===== config.mk =====
export PLATFORM = sky130hd
export DESIGN_NAME = fp_add_sequencer
export DESIGN_NICKNAME = d
export VERILOG_FILES = /design/src/rtl/fp_add_sequencer.sv
export SDC_FILE = /design/constraint.sdc
export NUM_CORES = 1
export LEC_CHECK = 0
export ABC_CLOCK_PERIOD_IN_PS = 9510
export BUFFER_PORTS_ARGS = -buffer_cell sky130_fd_sc_hd__buf_2
export CAP_MARGIN = 20
export CORE_UTILIZATION = 68
export CTS_BUF_LIST = sky130_fd_sc_hd__clkbuf_2 sky130_fd_sc_hd__clkbuf_4 sky130_fd_sc_hd__clkbuf_8
export CTS_CLUSTER_DIAMETER = 50
export CTS_CLUSTER_SIZE = 40
export DETAILED_ROUTE_END_ITERATION = 12
export PLACE_DENSITY = 0.89
export SETUP_SLACK_MARGIN = 0.4
export SLEW_MARGIN = 25
export SYNTH_ARGS = -nofsm -noshare
export SYNTH_HDL_FRONTEND = slang
export SYNTH_SLANG_ARGS = --single-unit

===== constraint.sdc =====
create_clock -name clk_in -period 9.51 [get_ports clk_in]
set_clock_uncertainty 0.05 [all_clocks]
set_input_delay 1.902 -clock clk_in [delete_from_list [all_inputs] [get_ports clk_in]]
set_output_delay 1.902 -clock clk_in [all_outputs]
set_load 0.05 [all_outputs]

===== src/rtl/fp_add_sequencer.sv =====
// Multi-cycle FP32 adder: compare/swap, right-shift alignment, add/sub and normalization as FSM steps.
// Define FP_ADD_SEQ_FAST_ALIGN_EN to replace the 1-bit-per-cycle aligner with a single-cycle barrel shift.
module fp_add_sequencer #(
  parameter int DATA_WIDTH = 32,
  parameter int MENT_WIDTH = 23,
  parameter int EXPO_WIDTH = 8
) (
  input  logic                  clk_in,
  input  logic                  rst_n_in,
  input  logic                  in_valid_in,
  output logic                  in_ready_out,
  input  logic [DATA_WIDTH-1:0] floating1_in,
  input  logic [DATA_WIDTH-1:0] floating2_in,
  output logic                  out_valid_out,
  input  logic                  out_ready_in,
  output logic [DATA_WIDTH-1:0] result_out,
  output logic                  busy_out
);
  localparam int MW = MENT_WIDTH + 1;
  localparam int SW = MENT_WIDTH + 2;
  localparam int CW = $clog2(SW + 1);
  localparam logic [EXPO_WIDTH-1:0] EXP_MAX = '1;

  typedef enum logic [2:0] {
    ST_IDLE, ST_COMPARE, ST_SPECIAL, ST_ALIGN, ST_ADD, ST_NORM, ST_DONE
  } state_t;

  state_t                  state_q;
  logic                    in_ready_q, out_valid_q, busy_q;
  logic [DATA_WIDTH-1:0]   result_q;
  logic [DATA_WIDTH-1:0]   op1_q, op2_q;
  logic                    sign_q, sub_q;
  logic [EXPO_WIDTH-1:0]   exp_q;
  logic [MW-1:0]           mant_a_q, mant_b_q;
  logic [SW-1:0]           sum_q;
  logic [CW-1:0]           shift_q;

  function automatic logic [DATA_WIDTH-1:0] pack_fp(input logic s, input logic [EXPO_WIDTH-1:0] e,
                                                    input logic [MENT_WIDTH-1:0] f);
    return {s, e, f};
  endfunction

  // Beyond SW positions every mantissa bit is shifted out, so larger distances saturate.
  function automatic logic [CW-1:0] clamp_shift(input logic [EXPO_WIDTH-1:0] diff);
    return (diff > EXPO_WIDTH'(SW)) ? CW'(SW) : CW'(diff);
  endfunction

  logic                  s1, s2, z1, z2, a_first, is_spec;
  logic [EXPO_WIDTH-1:0] e1, e2;
  logic [MW-1:0]         m1, m2;
  logic [DATA_WIDTH-1:0] spec_res;

  always_comb begin
    s1 = op1_q[DATA_WIDTH-1];
    s2 = op2_q[DATA_WIDTH-1];
    e1 = op1_q[DATA_WIDTH-2 -: EXPO_WIDTH];
    e2 = op2_q[DATA_WIDTH-2 -: EXPO_WIDTH];
    z1 = (e1 == '0);
    z2 = (e2 == '0);
    m1 = z1 ? '0 : {1'b1, op1_q[MENT_WIDTH-1:0]};
    m2 = z2 ? '0 : {1'b1, op2_q[MENT_WIDTH-1:0]};
    a_first = (e1 > e2) || ((e1 == e2) && (m1 >= m2));
    is_spec = (e1 == EXP_MAX) || (e2 == EXP_MAX) || z1 || z2;
    if (e1 == EXP_MAX)      spec_res = op1_q;
    else if (e2 == EXP_MAX) spec_res = op2_q;
    else if (z1 && z2)      spec_res = pack_fp(s1 & s2, '0, '0);
    else if (z1)            spec_res = op2_q;
    else                    spec_res = op1_q;
  end

  logic                  norm_done;
  logic [DATA_WIDTH-1:0] norm_res;
  logic [SW-1:0]         norm_sum;
  logic [EXPO_WIDTH-1:0] norm_exp;

  // One normalization step; the shifted value is checked in the same cycle so n shifts cost n cycles.
  always_comb begin
    norm_done = 1'b0;
    norm_res  = '0;
    norm_sum  = sum_q;
    norm_exp  = exp_q;
    if (sum_q == '0) begin
      norm_done = 1'b1;
    end else if (sum_q[SW-1]) begin
      norm_sum  = sum_q >> 1;
      norm_exp  = exp_q + EXPO_WIDTH'(1);
      norm_done = 1'b1;
      norm_res  = (norm_exp == EXP_MAX) ? pack_fp(sign_q, EXP_MAX, '0)
                                        : pack_fp(sign_q, norm_exp, norm_sum[MENT_WIDTH-1:0]);
    end else if (!sum_q[MENT_WIDTH]) begin
      norm_sum = sum_q << 1;
      norm_exp = exp_q - EXPO_WIDTH'(1);
      if (norm_exp == '0) begin
        norm_done = 1'b1;
        norm_res  = pack_fp(sign_q, '0, '0);
      end else if (norm_sum[MENT_WIDTH]) begin
        norm_done = 1'b1;
        norm_res  = pack_fp(sign_q, norm_exp, norm_sum[MENT_WIDTH-1:0]);
      end
    end else begin
      norm_done = 1'b1;
      norm_res  = pack_fp(sign_q, exp_q, sum_q[MENT_WIDTH-1:0]);
    end
  end

  // Datapath registers: no reset, qualified by the control state.
  always_ff @(posedge clk_in) begin
    case (state_q)
      ST_IDLE: begin
        if (in_valid_in) begin
          op1_q <= floating1_in;
          op2_q <= floating2_in;
        end
      end
      ST_COMPARE: begin
        sign_q   <= a_first ? s1 : s2;
        sub_q    <= s1 ^ s2;
        exp_q    <= a_first ? e1 : e2;
        mant_a_q <= a_first ? m1 : m2;
        mant_b_q <= a_first ? m2 : m1;
        shift_q  <= a_first ? clamp_shift(e1 - e2) : clamp_shift(e2 - e1);
      end
      ST_ALIGN: begin
`ifdef FP_ADD_SEQ_FAST_ALIGN_EN
        mant_b_q <= mant_b_q >> shift_q;
        shift_q  <= '0;
`else
        mant_b_q <= mant_b_q >> 1;
        shift_q  <= shift_q - CW'(1);
`endif
      end
      ST_ADD: begin
        sum_q <= sub_q ? ({1'b0, mant_a_q} - {1'b0, mant_b_q})
                       : ({1'b0, mant_a_q} + {1'b0, mant_b_q});
      end
      ST_NORM: begin
        sum_q <= norm_sum;
        exp_q <= norm_exp;
      end
      default: ;
    endcase
  end

  // Control FSM with registered handshake outputs.
  always_ff @(posedge clk_in or negedge rst_n_in) begin
    if (!rst_n_in) begin
      state_q     <= ST_IDLE;
      in_ready_q  <= 1'b1;
      out_valid_q <= 1'b0;
      busy_q      <= 1'b0;
      result_q    <= '0;
    end else begin
      case (state_q)
        ST_IDLE: begin
          if (in_valid_in) begin
            state_q    <= ST_COMPARE;
            in_ready_q <= 1'b0;
            busy_q     <= 1'b1;
          end
        end
        ST_COMPARE: begin
          if (is_spec) begin
            result_q <= spec_res;
            state_q  <= ST_SPECIAL;
          end else if ((a_first ? clamp_shift(e1 - e2) : clamp_shift(e2 - e1)) != '0) begin
            state_q <= ST_ALIGN;
          end else begin
            state_q <= ST_ADD;
          end
        end
        // Special results are already packed; this cycle keeps their latency fixed at two edges.
        ST_SPECIAL: begin
          state_q     <= ST_DONE;
          out_valid_q <= 1'b1;
        end
        ST_ALIGN: begin
`ifdef FP_ADD_SEQ_FAST_ALIGN_EN
          state_q <= ST_ADD;
`else
          if (shift_q == CW'(1)) state_q <= ST_ADD;
`endif
        end
        ST_ADD: state_q <= ST_NORM;
        ST_NORM: begin
          if (norm_done) begin
            result_q    <= norm_res;
            state_q     <= ST_DONE;
            out_valid_q <= 1'b1;
          end
        end
        ST_DONE: begin
          if (out_ready_in) begin
            state_q     <= ST_IDLE;
            out_valid_q <= 1'b0;
            in_ready_q  <= 1'b1;
            busy_q      <= 1'b0;
          end
        end
        default: state_q <= ST_IDLE;
      endcase
    end
  end

  assign in_ready_out  = in_ready_q;
  assign out_valid_out = out_valid_q;
  assign busy_out      = busy_q;
  assign result_out    = result_q;
endmodule


==> flow_summary.yaml <==
run_status:
  status: "completed"
grt:
  grt-ovfl-total: 0
  grt_antenna_before_repair: 1
  grt_pass1_wl_mm: 51.86
  gr-usage-all-layers_pct: 33.84
  grt_max_degree: 92
  grt_pass1_vias: 9973
sta:
  slew_viol_final: 0
  clock.fmax_ghz: 0.1809
  layout_min_cycle_time_ps: 5529
  tightest_slew_ps: 921.5
  hold_ws_ps: 429.2
  relSlewSlack_pct: 38.57
  setup_tns_ps: 0
  setup_violations: 0
  period_share_pct: 58.14
  hold_viol_final: 0
  rsz0062_at_grt: "no"
worst_setup_path:
  crit_required_ps: 9710
  crit_path_start: "op1_q[28]$_DFFE_PP_"
  worstPathArrival_ps: 5730
  crit_type: "reg2reg"
  timing.rr.start: "op1_q[28]$_DFFE_PP_"
  setup.worst_path.start_class: "flop"
  reg2regPathDepth: 11
  crit_path_end: "shift_q[3]$_DFFE_PP_"
  cp_max_fo: 91
  reg2reg_slack_ps: 3980
  reg2reg_to: "shift_q[3]$_DFFE_PP_"
  end_kind: "flop"
cts:
  cts_setup_buffers: 0
  worstSkewPairLatency_ps: 490
  hold_buffers: 0
  clockBufferDepth: 2
  cts_resized: 0
  path_clk_slew_ps: 110
  clock-sinks: 190
  cts-buffers-inserted: 17
  clockRootBuffer: "clkbuf_8"
  htreeDepth: 4
  cts_tree: "yes"
power_and_ir_drop:
  pwr-share-comb_pct: 51.9
  power_per_cell_area_nw_per_um2: 330.4
  power_mw: 4.636
  ir_drop_mv: 0.1558
  seqPwrFrac_pct: 35.3
  power_frac_clock_pct: 12.8
  p_int_mw: 2.481
  p_leak_nw: 5.510
  power_switching_mw: 2.155
  switching_share_pct: 46.48
synth:
  ys_warn_count: 0
  ys_top_cells_by_area: "edfxtp_1 (35%), dfrtp_1 (7.1%), ha_1 (6.9%), nand2_1 (3.5%), nor2_1 (3.4%)"
  synth_seq_cells: 190
  synth_area_um2: 13040
  synth_xor_area_share_pct: 4.030
  synthSimpleGateAreaFrac_pct: 17.22
  yosysSeqAreaShare_pct: 42.31
  synth_compound_area_share_pct: 21.30
  yosysUniqueCellTypes: 85
  synth_top_family_by_area: "compound AO/OA/AOI/OAI gates"
  synth_fa_ha_area_share_pct: 7.370
  ys.flop_type: "edfxtp_1"
  async_reset_ff_share_pct: 20.00
  syn_avg_cell_area_um2: 9.623
  muxShareOfSynthArea_pct: 3.176
  synth_edf_count: 152
  netlist_instances: 1355
  syn-num-nets: 1498
  synth_area_leader_cell: "edfxtp_1"
  synth_top_area_share_pct: 35.01
final_layout:
  drive_gt1_share_pct: 15.89
  fin_cells: 1650
  antenna_cells: 0
  most-common-layout-cells: "edfxtp_1 (152), nand2_1 (123), nor2_1 (116), buf_2 (102), a21oi_1 (84)"
  final_nets: 1546
  layout.cells.most_common: "edfxtp_1"
  final_core_util_pct: 74.77
  area_growth_pct: 7.629
placed_design:
  dp_hpwl_mm: 23.79
  io_buffers: 102
  gp_congestion: 0.9139
  post-place-cells: 1618
floorplanning:
  ios: 103
  die_w_um: 140.5
  dieArea_um2: 19730
  dieHeight_um: 140.5
  core_um2: 18770
  rows: 50
  start_util_pct: 69.47
drt:
  via_count: 11170
  ant_nets: 0
  dr.pass1.iters: 8
  drtIter0Drc: 1718
  wirelength_mm: 32.78
  viasPerCell: 6.772
  drc: 0
  routedWlPerCell_um: 19.87
worst_hold_path:
  min_path_type: "reg2reg"
run:
  max_cap_viol_count: 0
[state kept, by name (all words and copies together) (netlist names), 5 cells and up]
signal / count
shift_q: 5
result_out: 32
sum_q: 25
mant_a_q: 24
exp_q: 8
op2_q: 32
mant_b_q: 24
op1_q: 32
[how the worst min path moves through the flow]
stage / endpoint / start / cells after the start
final: result_out[24]$_DFFE_PN0P_ / result_out[24]$_DFFE_PN0P_ / 1
after global routing: result_out[0]$_DFFE_PN0P_ / result_out[0]$_DFFE_PN0P_ / 1
after CTS: result_out[24]$_DFFE_PN0P_ / result_out[24]$_DFFE_PN0P_ / 1
after detailed placement: result_out[24]$_DFFE_PN0P_ / result_out[24]$_DFFE_PN0P_ / 1
after global placement: result_out[24]$_DFFE_PN0P_ / result_out[24]$_DFFE_PN0P_ / 1
after floorplan: result_out[31]$_DFFE_PN0P_ / sign_q$_DFFE_PP_ / 2
[synth_stat cells, types with 6 or more instances]
master and n:
a211oi_1 10, a21o_1 15, a21oi_1 84, a221oi_1 41
a222oi_1 21, a22oi_1 8, a22oi_2 20, a31oi_1 35
and2_1 29, buf_2 19, buf_6 6, clkbuf_1 55
dfrtp_1 37, edfxtp_1 152, ha_1 72, inv_1 47
mux2_2 23, mux2i_1 11, nand2_1 123, nand2b_1 8
nand3_1 57, nand4_1 14, nor2_1 117, nor2b_1 15
nor3_1 27, nor4_1 13, o21a_1 7, o21ai_0 83
o21bai_1 6, o22ai_1 28, or3_1 10, xnor2_1 41
xor2_1 19
[worst max-delay path, cell delays in order, from the launching register on]
cell	delay, ps
edfxtp_1	500
or4_1	580
or3_4	540
and2_1	260
ha_1	330
a211oi_1	330
nor2_1	100
or4b_4	500
o21ai_4	630
nand2_4	660
or3_1	560
a31o_1	220
[kinds of logic (layout without fill, tap and decap cells)]
group,count (synthesis),in the layout
mux,38,38
simple gates,454,454
xor+xnor,60,60
buf+inv,137,198
flops,190,190
compound gates,401,401
fa+ha+maj,75,75
[power groups by stage]
stage / logic (mW) / clock network, mW / registers, mW
2_1_floorplan: 1.70 / 0 / 1.78
3_3_place_gp: 2.28 / 0 / 1.63
3_5_place_dp: 2.35 / 0 / 1.64
4_1_cts: 2.37 / 0.599 / 1.62
5_1_grt: 2.64 / 0.627 / 1.67
6_report: 2.41 / 0.595 / 1.64
[final cells by class]
cell class / count / area, µm²
Clock buffer: 17 / 234.0
Clock inverter: 15 / 221.5
Fill cell: 1341 / 4735
Inverter: 48 / 181.4
Multi-Input combinational cell: 1028 / 6957
Sequential cell: 190 / 5517
Tap cell: 234 / 292.8
Timing Repair Buffer: 118 / 630.6
[layer usage]
layer | routed length [µm] | track usage (%)
met4 | 542 | 9.039
met2 | 14080 | 49.97
met1 | 14000 | 48.69
met3 | 4145 | 9.983
met5 | 13 | 0
[stage by stage]
stage,setup slack [ps],instance area (µm²)
floorplan,4335,13040
global placement,4280,13580
detailed placement,4097,13580
CTS,4087,14030
global route,3771,14030
finish,3981,14030
Power figures use the tool's default switching activity.
